## config.mk

```make
export PLATFORM = sky130hd
export DESIGN_NAME = i2c_byte_master
export DESIGN_NICKNAME = d
export VERILOG_FILES = /design/src/rtl/i2c_byte_master.sv
export SDC_FILE = /design/constraint.sdc
export NUM_CORES = 1
export LEC_CHECK = 0
export ABC_AREA = 1
export CAP_MARGIN = 20
export CORE_MARGIN = 4
export CORE_UTILIZATION = 53
export DETAILED_ROUTE_END_ITERATION = 8
export PLACE_DENSITY = 0.85
export SYNTH_ARGS = -nofsm -noshare
export SYNTH_HDL_FRONTEND = slang
export SYNTH_SLANG_ARGS = --single-unit
```

## constraint.sdc

```tcl
create_clock -name clk -period 2.05 [get_ports clk]
set_input_delay 0.5125 -clock clk [delete_from_list [all_inputs] [get_ports clk]]
set_output_delay 0.5125 -clock clk [all_outputs]
set_load 0.03 [all_outputs]
```

## src/rtl/i2c_byte_master.sv

```systemverilog
`default_nettype none
// ============================================================================
// Module   : i2c_byte_master
// Function : Single-byte I2C master (START, 7-bit address + R/W, one data byte,
//            STOP) with ACK checking. Define I2C_CLK_STRETCH_EN to add scl_i and
//            honour slave clock stretching.
// Revision : 1.0
// ============================================================================
module i2c_byte_master #(
  parameter int CLK_DIV = 4,
  parameter int ADDR_W  = 7
) (
  input  logic              clk,
  input  logic              rst,
  input  logic              start,
  input  logic              rw,
  input  logic [ADDR_W-1:0] addr,
  input  logic [7:0]        wdata,
  output logic              busy,
  output logic              done,
  output logic              nack,
  output logic [7:0]        rdata,
  output logic              scl_o,
  output logic              sda_oe,
`ifdef I2C_CLK_STRETCH_EN
  input  logic              scl_i,
`endif
  input  logic              sda_i
);

  localparam int DIV_W = (CLK_DIV > 1) ? $clog2(CLK_DIV) : 1;
  localparam logic [DIV_W-1:0] c_div_last = DIV_W'(CLK_DIV - 1);

  typedef enum logic [3:0] {
    S_IDLE, S_START, S_ADDR, S_ACK1, S_WDATA,
    S_ACK2, S_RDATA, S_MACK, S_STOP, S_DONE
  } state_t;

  state_t           state_q, state_d;
  logic [DIV_W-1:0] div_q, div_d;
  logic [1:0]       qtr_q, qtr_d;
  logic [2:0]       bit_q, bit_d;
  logic [7:0]       shift_q, shift_d;
  logic [7:0]       wdata_q, wdata_d;
  logic             rw_q, rw_d;
  logic             samp_q, samp_d;
  logic             nack_q, nack_d;
  logic [7:0]       rdata_q, rdata_d;

  logic stall, tick, bit_end, sample, scl_mid;

  always_ff @(posedge clk or posedge rst) begin
    if (rst) begin
      state_q <= S_IDLE;
      div_q   <= '0;
      qtr_q   <= '0;
      bit_q   <= '0;
      shift_q <= '0;
      wdata_q <= '0;
      rw_q    <= 1'b0;
      samp_q  <= 1'b0;
      nack_q  <= 1'b0;
      rdata_q <= '0;
    end else begin
      state_q <= state_d;
      div_q   <= div_d;
      qtr_q   <= qtr_d;
      bit_q   <= bit_d;
      shift_q <= shift_d;
      wdata_q <= wdata_d;
      rw_q    <= rw_d;
      samp_q  <= samp_d;
      nack_q  <= nack_d;
      rdata_q <= rdata_d;
    end
  end

  // Bus levels: SCL high in quarters 1 and 2; data/ACK bits change only at q0.
  always_comb begin
    scl_mid = qtr_q[0] ^ qtr_q[1];
    scl_o   = 1'b1;
    sda_oe  = 1'b0;
    case (state_q)
      S_START: begin
        scl_o  = (qtr_q != 2'd3);
        sda_oe = (qtr_q != 2'd0);
      end
      S_ADDR, S_WDATA: begin
        scl_o  = scl_mid;
        sda_oe = ~shift_q[7];
      end
      S_ACK1, S_ACK2, S_RDATA, S_MACK: scl_o = scl_mid;
      S_STOP: begin
        scl_o  = (qtr_q != 2'd0);
        sda_oe = ~qtr_q[1];
      end
      default: ;
    endcase
  end

  always_comb begin
`ifdef I2C_CLK_STRETCH_EN
    stall = scl_o & ~scl_i;
`else
    stall = 1'b0;
`endif
    tick    = (div_q == c_div_last) && !stall;
    bit_end = tick && (qtr_q == 2'd3);
    sample  = tick && (qtr_q == 2'd1);

    state_d = state_q;
    div_d   = div_q;
    qtr_d   = qtr_q;
    bit_d   = bit_q;
    shift_d = shift_q;
    wdata_d = wdata_q;
    rw_d    = rw_q;
    samp_d  = samp_q;
    nack_d  = nack_q;
    rdata_d = rdata_q;

    // Timing counters only run while a transfer is on the bus.
    if (state_q != S_IDLE && state_q != S_DONE && !stall) begin
      div_d = tick ? '0 : div_q + DIV_W'(1);
      if (tick) qtr_d = qtr_q + 2'd1;
    end
    if (sample) samp_d = sda_i;

    case (state_q)
      S_IDLE: begin
        if (start) begin
          state_d = S_START;
          shift_d = {addr, rw};
          wdata_d = wdata;
          rw_d    = rw;
          bit_d   = 3'd7;
          nack_d  = 1'b0;
        end
      end
      S_START: if (bit_end) state_d = S_ADDR;
      S_ADDR, S_WDATA: begin
        if (bit_end) begin
          shift_d = {shift_q[6:0], 1'b0};
          bit_d   = bit_q - 3'd1;
          if (bit_q == 3'd0) state_d = (state_q == S_ADDR) ? S_ACK1 : S_ACK2;
        end
      end
      S_ACK1: begin
        if (bit_end) begin
          if (samp_q) begin
            nack_d  = 1'b1;
            state_d = S_STOP;
          end else if (rw_q) begin
            state_d = S_RDATA;
          end else begin
            state_d = S_WDATA;
            shift_d = wdata_q;
          end
        end
      end
      S_ACK2: begin
        if (bit_end) begin
          nack_d  = samp_q;
          state_d = S_STOP;
        end
      end
      S_RDATA: begin
        if (sample) shift_d = {shift_q[6:0], sda_i};
        if (bit_end) begin
          bit_d = bit_q - 3'd1;
          if (bit_q == 3'd0) state_d = S_MACK;
        end
      end
      S_MACK: begin
        if (bit_end) begin
          rdata_d = shift_q;
          state_d = S_STOP;
        end
      end
      S_STOP: if (bit_end) state_d = S_DONE;
      S_DONE: state_d = S_IDLE;
      default: state_d = S_IDLE;
    endcase
  end

  assign busy  = (state_q != S_IDLE) && (state_q != S_DONE);
  assign done  = (state_q == S_DONE);
  assign nack  = nack_q;
  assign rdata = rdata_q;

endmodule
`default_nettype wire

```

==> metrics.md, run 1 <==
| Metric | Value |
|---|---|
| Max-cap violation count | `0` |
| Hold Path Stages | `2` |
| Global-route wire length before repair | `between 9 and 10 mm` |
| Root buf cell | `clkbuf_8` |
| Crit start category | `flip-flop` |
| Post-layout util | `0.771` |
| Setup tns final | `-0.0662 ns` |
| Vias | `about 2000` |
| Initial Util | `0.562` |
| Cell mode on critical path | `buf_6` |
| Routed Wire Length | `roughly 5.3 mm` |
| Critical Path RT | `between 1.5 and 2 ns` |
| Ys async rst share | `1.00` |
| Yosys cell types | `28` |
| Number of flops mapped to enable cells by yosys | `0` |
| CP Max Fanout | `3` |
| Worst Setup Slack, final | `-0.0513 ns` |
| DRC viols | `0` |
| Core box area | `about 0.0038 sq mm` |
| Total CTS buffers | `5` |
| Nets | `362` |
| Register bit total from synthesis | `38` |
| H-tree depth | `2` |
| Worst path bufs/invs | `3` |
| RSZ-0062 raised after global routing | `true` |
| Hold Path Class | `flip-flop to flip-flop` |
| Worst setup EP type | `output port` |
| Critical path class | `flip-flop to output port` |
| Crit path time final | `2.10 ns` |
| Post-synth top cells | `nand2_1 (103), dfrtp_1 (38), nand3_1 (35), inv_1 (24), o21ai_0 (13)` |
| Mapped Cells | `270` |
| Final hold violation count | `0` |
| Routed len/inst | `13.7 microns` |
| Static Leak | `1.46 nW` |
| Routability cong. | `0.878` |
| Yosys top cell area share | `0.449` |
| Layout cells sized above 1 | `0.238` |
| Crit share post-route | `1.03` |
| Cts hold-fix bufs | `0` |
| Largest net degree at the start of global routing | `39` |
| Main synth FF type | `dfrtp_1` |
| Synth-to-layout area growth | `37.2%` |
| Flop2flop setup slack | `roughly 0.3 ns` |
| CP Depth | `7` |
| Avg Inst Size Synth | `between 7 and 8 sq um` |
| CTS Sinks | `38` |
| DPL Wire Length | `approximately 3.8 mm` |
| Reg2reg path depth | `10` |
| Cell area after synthesis | `0.00212 sq mm` |
| Hold_ws | `~0.48 ns` |
| Port bufs | `32` |
| Count of final setup violators | `2` |
| Clock Skews | `0.00539 ns` |
| Crit path max-delay cell type | `or3_1` |
| Crit-path leading delay family | `simple AND/OR/NAND/NOR gates` |
| Slowest cell delay on critical path | `0.38 ns` |
| IO Count | `33` |
| Fmax | `between 400 and 500 MHz` |
| Tot GR Track Use | `0.225` |
| Die extent in x | `71.2 microns` |
| Status | `complete, but fails checks` |
| Vias/cell | `5.32` |
| Clock buffer depth | `2` |
| Vias in the first global route | `between 2000 and 2500` |
| Failing checks | `negative setup slack` |
| Post-route ant nets | `0` |
| Worst Tran Pin Value | `0.475 ns` |
| Largest cells by area after synthesis | `dfrtp_1 (45%), nand2_1 (18%), nand3_1 (8.3%)` |
| Count leader, synth | `nand2_1` |
| Max-slew violations | `0` |
| CTS tree | `yes` |
| CTS clk-pin slew, worst paths | `around 0.070 ns` |
| Crit path DAT | `roughly 1.6 ns` |
| Worst VDD drop | `0.00137 V` |
| Rows | `22` |
| Relative max-transition margin | `0.681` |
| Power Density | `1730 mW/mm^2` |
| Initial antenna violation count | `0` |
| # diodes | `0` |
| Die Area | `a little over 0.005 sq mm` |
| DRT Pass-1 Iters | `4` |
| GR Overflow Total | `0` |
| Post-synthesis net count | `296` |
| Cell taking the most area after synthesis | `dfrtp_1` |
| Clk Latency, worst-skew pair | `approximately 0.29 ns` |
| Register area share after synthesis | `0.449` |
| Initial drt markers | `between 100 and 150` |
| Die height | `roughly 70 microns` |
| Crit path cell chain | `buf_6 > nor2_4 > buf_6 > nand2_4 > nand2_1 > or3_1 > buf_6` |
| Synth Warn # | `0` |
[registers in the layout, indices dropped and copies added (netlist names)]
signal and count:
nack 1, wdata_q 8, samp_q 1, rw_q 1, bit_q 3, shift_q 8
div_q 2, qtr_q 2, rdata 8, state_q 4
[layer usage]
metal / part of all wire / wire length, microns / global-route usage
met1: 0.42 / 2230 / 0.286
met2: 0.50 / 2620 / 0.379
met3: 0.057 / 302 / 0.0519
met4: 0.021 / 111 / 0.0752
met5: 0 / 0 / 0
[cells in the final DEF, fill, tap and decap left out, types with 2 or more instances in the layout]
| master | instances |
|---|---|
| dfrtp_1 | 37 |
| o211ai_1 | 2 |
| clkdlybuf4s50_1 | 28 |
| nand2_2 | 5 |
| nand2_1 | 100 |
| nor2_8 | 2 |
| buf_6 | 8 |
| inv_2 | 7 |
| nand3_2 | 4 |
| inv_1 | 19 |
| buf_4 | 25 |
| nand2_4 | 5 |
| o21ai_1 | 6 |
| clkbuf_8 | 6 |
| nor2_1 | 3 |
| nand3_1 | 34 |
| nor2_4 | 6 |
| a21oi_1 | 3 |
| nor3_1 | 3 |
| inv_4 | 2 |
| ha_1 | 5 |
| nor2_2 | 2 |
| o21ai_0 | 12 |
[worst paths after layout]
| path | from | to |
|---|---|---|
| max | state_q[2] | scl_o |
| min | wdata_q[3] | wdata_q[3] |
| max reg2reg | qtr_q[0] | shift_q[1] |
| min reg2reg | wdata_q[3] | wdata_q[3] |
| max in group asynchronous | rst | state_q[0] |
| min in group asynchronous | rst | state_q[1] |
[power by group]
part	internal, mW	switching (mW)	leakage, nW
clock network	0.389	0.248	0.0573
logic	1.28	1.83	0.926
registers	1.06	0.219	0.480
[worst min-delay path, cell delays in order (launching register included)]
cell	delay, ns
dfrtp_1	0.35
nand2_1	0.05
nand2_1	0.05
[final cells by class]
cell class,count,area (sq um)
timing repair buffer,62,569
tap,48,60.1
clock inverter,1,30.0
inverter,28,110
fill,271,862
clock buffer,6,82.6
sequential,38,952
multi-input combinational,201,1100
[cell families after synthesis]
| kind of cell | Yosys count | synth area share |
|---|---|---|
| DFF | 38 | 0.449 |
| buffers and inverters | 31 | 0.0596 |
| adders and majority gates | 6 | 0.0354 |
| and+or+nand+nor | 167 | 0.377 |
| AOI/OAI and AO/OA | 27 | 0.0756 |
| xor gates and xnor gates | 1 | 0.00413 |
[metrics by stage]
stage                     area (sq um)  setup WS, ns  power (mW)  std cells
final                             2910       -0.0513        5.03        384
after global routing              2910        -0.134        5.45        384
after CTS                         2890       -0.0596        4.94        384
after detailed placement          2660        -0.209        4.04        372
after global placement            2660        -0.176        3.93        372
after floorplan                   2120         0.189        3.10        270
[what timing repair did]
| action | CTS | global route |
|---|---|---|
| setup endpoints to repair | 4 | 4 |
| pin swaps | 8 | 1 |
| resized for setup | 35 | 5 |
| setup buffers | 5 | 0 |
Note: power is estimated with default switching activity, not from simulation.
==> run 2, diff against run 1 <==
==> constraint.sdc (replaced) <==
create_clock -name clk -period 2.05 [get_ports clk]
set_input_delay 0.5125 -clock clk [delete_from_list [all_inputs] [get_ports clk]]
set_output_delay 0.5125 -clock clk [all_outputs]
set_load 0.01 [all_outputs]
==> metrics.md, run 2 (same netlist as run 1, synthesis figures left out) <==
| Metric | Value |
|---|---|
| Crit-path leading delay family | `simple AND/OR/NAND/NOR gates` |
| Hold Path Class | `flip-flop to flip-flop` |
| M1 GR Usage | `0.293 (+0.00650)` |
| Tot GR Track Use | `0.217 (-0.00804)` |
| Hold_ws | `0.484 ns (+0.00919 ns)` |
| Critical path class | `flip-flop to output port` |
| Cts hold-fix bufs | `0 (unchanged)` |
| Die height | `71.2 microns (unchanged)` |
| Flop2flop setup slack | `0.22 ns (-0.08 ns)` |
| GR Overflow Total | `0 (unchanged)` |
| Nets | `367 (+1.4%)` |
| Switching power total | `2.13 mW (-7.7%)` |
| Status | `complete, but fails checks` |
| Sequential power share | `0.280 (+0.025)` |
| CTS clk-pin slew, worst paths | `0.07 ns (about the same)` |
| Total CTS buffers | `5 (unchanged)` |
| Hold Path Stages | `2 (unchanged)` |
| DPL Wire Length | `3.91 mm (+2.7%)` |
| Synth-to-layout area growth | `34.9%` |
| Vias | `2015 (-1.4%)` |
| Final hold violation count | `0 (unchanged)` |
| Failing checks | `negative setup slack` |
| Layout cells sized above 1 | `0.252 (+0.0141)` |
| Most common cell after layout, fill and taps aside | `nand2_1` |
| Fmax | `471 MHz (-0.95%)` |
| Crit share post-route | `1.03 (+0.00987)` |
| Count of final setup violators | `1 (-1)` |
| Initial Util | `0.562 (unchanged)` |
| Reg2reg path depth | `11 (+1)` |
| Worst Setup Slack, final | `-0.0715 ns (-0.0202 ns)` |
| CP Max Fanout | `3 (unchanged)` |
| Post-route ant nets | `0 (unchanged)` |
| Routed len/inst | `13.2 microns (-4.0%)` |
| Die extent in x | `71.2 microns (unchanged)` |
| Core box area | `0.00377 sq mm (unchanged)` |
| Clock share of power | `0.105 (-0.022)` |
| Crit Reg-Reg Endpoint | `shift_q[7]` |
| Routability cong. | `0.892 (+1.6%)` |
| Share of total power in combinational logic | `0.614 (-0.005)` |
| Crit start category | `flip-flop` |
| Vias/cell | `5.18 (-2.6%)` |
| IO Count | `33 (unchanged)` |
| CTS Sinks | `38 (unchanged)` |
| Switching Share | `0.458 (+0.000594)` |
| # diodes | `0 (unchanged)` |
| DRT Pass-1 Iters | `4 (unchanged)` |
| Max-slew violations | `0 (unchanged)` |
| Clock Skews | `0.00759 ns (+0.00220 ns)` |
| # fillers | `291 (+7.4%)` |
| Crit path cell chain | `nor2_2 > nand2_2 > nand2_2 > nand2_1 > or3_1 > buf_2` |
| Fin cells | `389 (+1.3%)` |
| Worst path bufs/invs | `1 (-2)` |
| Max-cap violation count | `0 (unchanged)` |
| H-tree depth | `2 (unchanged)` |
| Crit path time final | `2.12 ns (+0.0202 ns)` |
| Global-route wire length before repair | `8.65 mm (-4.8%)` |
| Relative max-transition margin | `0.680 (-0.00130)` |
| HP Start | `wdata_q[5]` |
| CTS tree | `yes` |
| DRC viols | `0 (unchanged)` |
| Clock buffer depth | `2 (unchanged)` |
| Cell mode on critical path | `nand2_2` |
| Worst r2r src | `qtr_q[0]` |
| Initial drt markers | `193 (+52%)` |
| Clk Latency, worst-skew pair | `0.30 ns (about the same)` |
| Port bufs | `32 (unchanged)` |
| Internal power | `2.51 mW (-7.9%)` |
| Worst setup EP type | `output port` |
| Slowest cell delay on critical path | `0.42 ns (+0.04 ns)` |
| Most used routing layer | `met2` |
| Commonest cells after routing, fill and taps aside | `nand2_1 (99), dfrtp_1 (36), nand3_1 (34), buf_4 (34), clkdlybuf4s50_1 (28)` |
| Rows | `22 (unchanged)` |
| Crit path max-delay cell type | `dfrtp_1` |
| Routed Wire Length | `5.13 mm (-2.8%)` |
| Worst VDD drop | `0.00125 V (-8.7%)` |
| Largest net degree at the start of global routing | `39 (unchanged)` |
| Vias in the first global route | `1977 (-2.5%)` |
| Root buf cell | `clkbuf_8` |
| Critical Path RT | `1.54 ns (about the same)` |
| Initial antenna violation count | `0 (unchanged)` |
| Crit path DAT | `1.61 ns (+0.02 ns)` |
| Placed cells | `378 (+1.6%)` |
| Static Leak | `1.46 nW (-0.24%)` |
| RSZ-0062 raised after global routing | `true` |
| Die Area | `0.00508 sq mm (unchanged)` |
| Hold Path End | `wdata_q[5]` |
| Power Density | `1620 mW/mm^2 (-6.2%)` |
| Met2 global-route usage | `0.334 (-0.0449)` |
| Met3 Use GR | `0.0561 (+0.00421)` |
| Worst Tran Pin Value | `0.480 ns (+0.00454 ns)` |
## run 2: layout make-up
class	instances	area, sq um	area share
multi-input cells	201	1090	0.380
repair buffers	67	567	0.198
well taps	48	60.1	0.0210
flip-flops and latches	38	953	0.333
inverters	28	113	0.0394
clock buffers	5	68.8	0.0241
clock inverters	2	10.0	0.00350
## run 2: power groups by stage
| stage | clock network [mW] | logic, mW | registers [mW] |
|---|---|---|---|
| 3_5_place_dp | 0 | 2.75 | 1.28 |
| 3_3_place_gp | 0 | 2.66 | 1.26 |
| 5_1_grt | 0.535 | 3.20 | 1.34 |
| 2_1_floorplan | 0 | 1.73 | 1.25 |
| 6_report | 0.488 | 2.85 | 1.30 |
| 4_1_cts | 0.495 | 2.75 | 1.28 |
## run 2: stage by stage
step	setup WS [ns]	power [mW]	area (sq um)	utilization	setup TNS (ns)
detailed placement	-0.138	4.04	2710	0.720	-0.192
CTS	-0.0724	4.53	2800	0.743	-0.0724
global placement	-0.0613	3.92	2710	0.720	-0.0613
global route	-0.164	5.07	2860	0.758	-0.171
floorplan	0.287	2.98	2120	-	0
finish	-0.0715	4.64	2860	0.758	-0.0715
## run 2: routing by layer
metal | vias to the layer above | routed length [microns] | share of wire
met2 | 58 | 2420 | 0.47
met1 | 935 | 2270 | 0.44
met5 | - | 0 | 0
met4 | 0 | 102 | 0.020
li1 | 1012 | - | -
met3 | 10 | 337 | 0.066
## run 2: worst max path at each step
stage / from / endpoint / slack [ns] / depth (start not counted)
floorplan: state_q[2] / scl_o / 0.29 / 5
global placement: state_q[2] / scl_o / -0.06 / 6
detailed placement: state_q[0] / scl_o / -0.14 / 6
CTS: qtr_q[0] / scl_o / -0.07 / 6
global route: state_q[1] / scl_o / -0.16 / 6
finish: state_q[1] / scl_o / -0.07 / 6
## run 2: worst min-delay path, stage by stage (launching register included)
cell,delay [ns]
dfrtp_1,0.35
nand2_1,0.06
nand2_1,0.05
## run 2: what timing repair did
item / CTS / global route
resized for setup: 23 / 13
pin swaps: 1 / 3
endpoints found under the setup margin: 4 / 4
setup buffers: 0 / 4
